$ cat src/rtl/counter_99999999_controller.sv
`default_nettype none
// ============================================================================
// Module      : counter_99999999_controller
// Description : Run/stop/load sequencer for the 8-digit counter; divides the
//               system clock to 1 Hz and debounces the board buttons.
// Revision    : 1.0 - initial release
// ============================================================================
module counter_99999999_controller #(
    parameter int HALF_PERIOD = 50_000_000,
    parameter int DEBOUNCE    = 1_000_000,
    parameter int CLEAR_PULSE = 4,
    parameter int MAX_COUNT   = 99_999_999
) (
    input  logic        Clock_100MHz,
    input  logic        Reset,
    input  logic        Btn_start,
    input  logic        Btn_dir,
    input  logic        Btn_load,
    input  logic        Btn_clear,
    input  logic [26:0] Switch_data,
    output logic        Clock_1Hz,
    output logic        Enable,
    output logic        Up_down,
    output logic        Load,
    output logic [26:0] Data,
    output logic        Clear_n,
    output logic        Running
);

    localparam int DIV_W = (HALF_PERIOD > 1) ? $clog2(HALF_PERIOD) : 1;
    localparam int DB_W  = (DEBOUNCE > 1)    ? $clog2(DEBOUNCE)    : 1;
    localparam int CP_W  = (CLEAR_PULSE > 1) ? $clog2(CLEAR_PULSE) : 1;

    localparam logic [DIV_W-1:0] c_DIV_LAST = DIV_W'(HALF_PERIOD - 1);
    localparam logic [DB_W-1:0]  c_DB_LAST  = DB_W'(DEBOUNCE - 1);
    localparam logic [CP_W-1:0]  c_CP_LAST  = CP_W'(CLEAR_PULSE - 1);
    localparam logic [26:0]      c_MAX      = 27'(MAX_COUNT);

    localparam logic [1:0] c_ST_STOPPED = 2'd0;
    localparam logic [1:0] c_ST_RUNNING = 2'd1;
    localparam logic [1:0] c_ST_LOAD    = 2'd2;

    // ------------------------------------------------------------------
    // Clock divider
    // ------------------------------------------------------------------
    logic [DIV_W-1:0] r_div;
    logic             r_clk1hz;
    logic             w_tc;
    logic             w_fall_evt;

    assign w_tc       = (r_div == c_DIV_LAST);
    assign w_fall_evt = w_tc & r_clk1hz;

    always_ff @(posedge Clock_100MHz or posedge Reset) begin
        if (Reset) begin
            r_div    <= '0;
            r_clk1hz <= 1'b0;
        end else if (w_tc) begin
            r_div    <= '0;
            r_clk1hz <= ~r_clk1hz;
        end else begin
            r_div    <= r_div + 1'b1;
        end
    end

    // ------------------------------------------------------------------
    // Button synchronizers and debouncers: bit 0 start, 1 dir, 2 load, 3 clear
    // ------------------------------------------------------------------
    logic [3:0] w_btn_raw;
    logic [3:0] w_press;

    assign w_btn_raw = {Btn_clear, Btn_load, Btn_dir, Btn_start};

    generate
        for (genvar gi = 0; gi < 4; gi++) begin : g_btn
            logic            r_s1;
            logic            r_s2;
            logic            r_lvl;
            logic            r_lvl_q;
            logic [DB_W-1:0] r_cnt;

            always_ff @(posedge Clock_100MHz or posedge Reset) begin
                if (Reset) begin
                    r_s1    <= 1'b0;
                    r_s2    <= 1'b0;
                    r_lvl   <= 1'b0;
                    r_lvl_q <= 1'b0;
                    r_cnt   <= '0;
                end else begin
                    r_s1    <= w_btn_raw[gi];
                    r_s2    <= r_s1;
                    r_lvl_q <= r_lvl;
                    if (r_s2 == r_lvl) begin
                        r_cnt <= '0;
                    end else if (r_cnt == c_DB_LAST) begin
                        r_lvl <= r_s2;
                        r_cnt <= '0;
                    end else begin
                        r_cnt <= r_cnt + 1'b1;
                    end
                end
            end

            assign w_press[gi] = r_lvl & ~r_lvl_q;
        end
    endgenerate

    logic w_press_start;
    logic w_press_dir;
    logic w_press_load;
    logic w_press_clear;

    assign w_press_start = w_press[0];
    assign w_press_dir   = w_press[1];
    assign w_press_load  = w_press[2];
    assign w_press_clear = w_press[3];

    // ------------------------------------------------------------------
    // Pending flags and run/stop/load FSM
    // ------------------------------------------------------------------
    logic [1:0]  r_state;
    logic [1:0]  w_state_nxt;
    logic        r_ret;
    logic        w_ret_nxt;
    logic        r_start_p;
    logic        w_start_p_nxt;
    logic        r_dir_p;
    logic        w_dir_p_nxt;
    logic        r_load_p;
    logic        w_load_p_nxt;
    logic        r_up_down;
    logic        w_ud_nxt;
    logic        w_enter_load;
    logic        r_enable;
    logic        r_load;
    logic [26:0] r_data;
    logic [26:0] w_clamped;

    assign w_clamped = (Switch_data > c_MAX) ? c_MAX : Switch_data;

    always_comb begin
        w_state_nxt   = r_state;
        w_ret_nxt     = r_ret;
        w_enter_load  = 1'b0;
        w_ud_nxt      = r_up_down;
        w_start_p_nxt = r_start_p ^ w_press_start;
        w_dir_p_nxt   = r_dir_p ^ w_press_dir;
        w_load_p_nxt  = (r_load_p | w_press_load) & ~w_press_clear;

        if (w_fall_evt) begin
            // Presses coinciding with the fall are held for the next one
            w_ud_nxt      = r_up_down ^ r_dir_p;
            w_dir_p_nxt   = w_press_dir;
            w_start_p_nxt = w_press_start;
            w_load_p_nxt  = w_press_load & ~w_press_clear;
            if (r_state == c_ST_LOAD) begin
                w_ret_nxt   = r_ret ^ r_start_p;
                w_state_nxt = w_ret_nxt ? c_ST_RUNNING : c_ST_STOPPED;
            end else if (r_load_p && !w_press_clear) begin
                // A start pending alongside the load is applied on LOAD exit
                w_enter_load  = 1'b1;
                w_state_nxt   = c_ST_LOAD;
                w_ret_nxt     = (r_state == c_ST_RUNNING);
                w_start_p_nxt = w_press_start ^ r_start_p;
            end else if (r_start_p) begin
                w_state_nxt = (r_state == c_ST_RUNNING) ? c_ST_STOPPED : c_ST_RUNNING;
            end
        end else if (w_press_clear && (r_state == c_ST_LOAD)) begin
            w_state_nxt = r_ret ? c_ST_RUNNING : c_ST_STOPPED;
        end
    end

    always_ff @(posedge Clock_100MHz or posedge Reset) begin
        if (Reset) begin
            r_state   <= c_ST_STOPPED;
            r_ret     <= 1'b0;
            r_start_p <= 1'b0;
            r_dir_p   <= 1'b0;
            r_load_p  <= 1'b0;
            r_up_down <= 1'b1;
            r_enable  <= 1'b0;
            r_load    <= 1'b0;
            r_data    <= '0;
        end else begin
            r_state   <= w_state_nxt;
            r_ret     <= w_ret_nxt;
            r_start_p <= w_start_p_nxt;
            r_dir_p   <= w_dir_p_nxt;
            r_load_p  <= w_load_p_nxt;
            r_up_down <= w_ud_nxt;
            r_enable  <= (w_state_nxt == c_ST_RUNNING) |
                         ((w_state_nxt == c_ST_LOAD) & w_ret_nxt);
            r_load    <= (w_state_nxt == c_ST_LOAD);
            if (w_enter_load) begin
                r_data <= w_clamped;
            end
        end
    end

    // ------------------------------------------------------------------
    // Clear pulse generator; held low through reset and released one clock after
    // ------------------------------------------------------------------
    logic            r_clear_n;
    logic [CP_W-1:0] r_clr_cnt;

    always_ff @(posedge Clock_100MHz or posedge Reset) begin
        if (Reset) begin
            r_clear_n <= 1'b0;
            r_clr_cnt <= '0;
        end else if (w_press_clear) begin
            r_clear_n <= 1'b0;
            r_clr_cnt <= c_CP_LAST;
        end else if (!r_clear_n) begin
            if (r_clr_cnt == '0) begin
                r_clear_n <= 1'b1;
            end else begin
                r_clr_cnt <= r_clr_cnt - 1'b1;
            end
        end
    end

    assign Clock_1Hz = r_clk1hz;
    assign Enable    = r_enable;
    assign Running   = r_enable;
    assign Up_down   = r_up_down;
    assign Load      = r_load;
    assign Data      = r_data;
    assign Clear_n   = r_clear_n;

endmodule
`default_nettype wire

$ cat config.mk
export PLATFORM = sky130hd
export DESIGN_NAME = counter_99999999_controller
export DESIGN_NICKNAME = d
export VERILOG_FILES = /design/src/rtl/counter_99999999_controller.sv
export SDC_FILE = /design/constraint.sdc
export NUM_CORES = 1
export LEC_CHECK = 0
export BUFFER_PORTS_ARGS = -buffer_cell sky130_fd_sc_hd__buf_4
export CORE_ASPECT_RATIO = 1.5
export CORE_MARGIN = 1
export CORE_UTILIZATION = 62
export CTS_BUF_LIST = sky130_fd_sc_hd__clkbuf_4
export DETAILED_ROUTE_END_ITERATION = 7
export PLACE_DENSITY = 0.83
export SKIP_LAST_GASP = 1
export SYNTH_ARGS = -nofsm -noshare
export SYNTH_HDL_FRONTEND = slang
export SYNTH_SLANG_ARGS = --single-unit
export TNS_END_PERCENT = 5
$ cat constraint.sdc
create_clock -name Clock_100MHz -period 5.8 [get_ports Clock_100MHz]
set_clock_uncertainty 0.15 [all_clocks]
set_input_delay 0.29 -clock Clock_100MHz [delete_from_list [all_inputs] [get_ports Clock_100MHz]]
set_output_delay 0.29 -clock Clock_100MHz [all_outputs]
set_load 0.02 [all_outputs]
==> key figures <==
Synthesis
  • Cell type with the highest aggregate area in the netlist: dfrtp_1
  • Post-synth top flop: dfrtp_1
  • Register area share after synthesis: 55.6%
  • Synthesis warning total: 0
  • Mapped cell area: between 0.007 and 0.008 sq mm
  • Share of the synthesized area in the top cell type: 55.2%
  • Syn avg cell area: ~10 sq um
  • Syn_nets: 771
  • Post-Syn Instances: 732
  • Largest cells by area after synthesis: dfrtp_1 55%, nor2_1 9.0%, xnor2_1 6.5%, xor2_1 6.2%, nand3_1 3.2%
  • Synth Register Bits: 162
  • EDFF count, synth: 0
  • Post-synth ARST share: 100%
  • Synth unique cells: 50

Critical path
  • Max stage delay on crit path: around 0.74 ns
  • Worst setup SP type: register
  • CP most frequent cell: nor2_1
  • Worst path required time: 6.11 ns
  • CP endpoint kind: register
  • Critical Path AT: 3.67 ns
  • Worst path slowest cell: and3_1
  • Worst Path Class, Setup: reg2reg
  • Worst-path cell chain: or4b_4, nor4_1, and3_1, o311ai_2, buf_4, nor2_1, nor2_1
  • Worst Path Max Fanout: 20

Detailed routing
  • TritonRoute pass-1 iters: 5
  • Wire per inst: 15.2 um
  • DR iter-0 viols: 248
  • # DRC: 0
  • Vias after detailed routing: 5509
  • Routed WL: 15100 um
  • ANT nets after route: 0
  • Vias/cell: 5.54

Cells and area
  • Multi-input logic area: 0.00307 sq mm
  • Fillers: 782
  • Reg area: 0.00406 sq mm
  • Post-layout net count: slightly below 900
  • Ratio of cells with drive above 1 in the final layout: 14.1%
  • Area Growth Syn to Fin: 17.3%
  • Finished Cell Area: 0.00855 sq mm

STA
  • Max Slew Vio Count: 0
  • Setup total negative slack: 0 ns
  • Final min period: 3.36 ns
  • Fin crit share: 58.0%
  • Final hold vios: 0
  • RSZ-0062 raised after global routing: false
  • Max_slew headroom: approximately 33%
  • Final setup vio count: 0
  • Fmax: approximately 300 MHz
  • Worst Max-Slew Pin Slew: 1.00 ns
  • Fin worst setup slack: roughly 2.4 ns

Die
  • # rows: between 40 and 50
  • Chip Width: 90.6 um
  • Die footprint: ~0.012 sq mm
  • Initial core utilization: between 60% and 70%
  • Die Ht: between 100 and 150 um
  • I/O pins: 66
  • Core area: 0.0115 sq mm

Clock tree
  • Clock Root Buffer: clkbuf_4
  • # H-tree levels: 4
  • TritonCTS buffer count: 17
  • Setup repair bufs after CTS: 0
  • Worst skew pair latency: 0.55 ns
  • CTS tree: yes
  • Clock Pin Slew Worst Setup and Hold Paths: ~0.13 ns
  • CTS resizes: 0
  • # clock sinks: 162
  • CTS max path bufs: 2

Power and ir drop
  • Leakage: ~3.8 nW
  • Power Dens Cells: roughly 230 mW/mm^2
  • Pwr Total: approximately 2.0 mW
  • VDD IR max: 0.167 mV

GRT
  • Grt total ovfl: 0
  • Overall Global Routing Usage: 26.6%
  • Pin count of the biggest net entering global routing: 116
  • Initial antenna violation count: 1
  • First-pass GRT wire length: 25800 um
  • Vias in the first global route: 5683

Placement
  • DP Worst Slack: 2.53 ns
  • PortBufs: 65
  • Routability congestion estimate: 0.861
  • Placed Area: 0.00792 sq mm
  • HPWL Detailed: 9750 um

Worst hold path
  • Worst min-delay path class: reg2reg

Flow run
  • Max-cap check violation count: 0

Outcome
  • Status: finished clean
-- report_power, final --
group | switching (mW) | internal, mW | leakage (nW) | total [mW]
Combinational | 0.0508 | 0.0390 | 1.55 | 0.0898
Clock | 0.372 | 0.351 | 0.170 | 0.723
Sequential | 0.00802 | 1.14 | 2.08 | 1.15
-- final cells by class --
class / count / area share (%)
antenna: 1 / 0.0293
clock buffer: 20 / 1.76
clock inverter: 12 / 1.92
inverter: 24 / 1.11
multi-input combinational: 526 / 35.9
sequential: 162 / 47.4
tap: 150 / 2.19
timing repair buffer: 100 / 9.71
-- per-stage QoR --
stage	hold WS, ns	cells	utilization (%)
6_report	0.214	995	74.6
4_1_cts	0.187	994	74.5
3_5_place_dp	0.187	930	69.0
3_3_place_gp	0.183	930	69.0
2_1_floorplan	0.171	732	-
5_1_grt	0.183	995	74.6
-- cells by family after synthesis --
group / Yosys count / share of synthesized area (%)
xor gates and xnor gates: 106 / 12.7
and+or+nand+nor: 377 / 24.4
DFF: 162 / 55.6
buffers and inverters: 44 / 2.45
muxes: 7 / 1.29
AOI/OAI and AO/OA: 30 / 2.47
adders and majority gates: 6 / 1.03
-- state kept, by name (all words and copies together) (netlist names) --
name and count:
r_ret 1, Enable 1, r_div 26, r_start_p 1
g_btn.r_cnt 80, r_clr_cnt 2, g_btn.r_s1 4, Clock_1Hz 1
g_btn.r_lvl 4, r_state 2, g_btn.r_s2 4, Up_down 1
g_btn.r_lvl_q 4, Data 27, r_dir_p 1, r_load_p 1
Load 1, Clear_n 1
-- path summary, 6_finish.rpt --
path	startpoint	end	slack [ns]	depth (start not counted)
min	g_btn[3].r_s1	g_btn[3].r_s2	0.21	0
max	r_div[9]	Data[6]	2.44	7
min reg2reg	g_btn[3].r_s1	g_btn[3].r_s2	0.21	0
max in group asynchronous	Reset	r_start_p	3.93	4
min in group asynchronous	Reset	g_btn[1].r_cnt[3]	0.37	3
max reg2reg	r_div[9]	Data[6]	2.44	7
-- what timing repair did --
| action | 4_1_cts | 5_1_grt |
|---|---|---|
| hold buffers | 32 | 0 |
| endpoints found under the hold margin | 145 | 0 |
| endpoints found under the setup margin | 0 | 0 |
-- synthesized netlist by cell type, types with 4 or more instances --
cell type and instances:
clkbuf_1 16, and2_1 7, a21oi_1 4, mux2_2 5, nand4_1 21, ha_1 6
nor3_1 17, o21ai_0 14, xor2_1 52, nor2_1 174, and4_1 11, inv_1 24
nor2b_1 4, nor4b_1 4, xnor2_1 54, dfrtp_1 161, nand3_1 46, nor4_1 6
and3_1 10, nand2_1 55
-- metal layers --
layer / vias up / track usage (%) / part of all wire, %
met3: 30 / 6.08 / 3.5
met4: 0 / 10.9 / 2.2
met1: 2721 / 30.4 / 39
li1: 2626 / - / -
met5: - / 0 / 0
met2: 132 / 48.0 / 55
-- critical path: cells and delay by family, from the launching register on --
family	cells	cell delay (ns)
AO/OA/AOI/OAI	1	0.37
AND/OR/NAND/NOR	5	1.96
buffers and inverters	1	0.30
flip-flops	1	0.48
-- placed cells by master (no fill, tap or decap), types with 3 or more instances in the layout --
cell type,count
and3_1,10
nor4_1,6
ha_1,6
a31oi_1,3
or2_2,3
nor2_1,174
clkbuf_4,20
o21ai_0,13
nand3_1,46
nand2b_1,3
and4_1,11
buf_4,68
nor3_1,17
nor4b_1,4
xnor2_1,54
bufinv_16,4
clkinv_2,5
a21oi_1,4
inv_1,23
dlygate4sd3_1,32
nand4_1,21
nor2b_1,4
nand2_1,55
and2_1,7
xor2_1,52
mux2_2,5
dfrtp_1,161
Power figures use the tool's default switching activity.
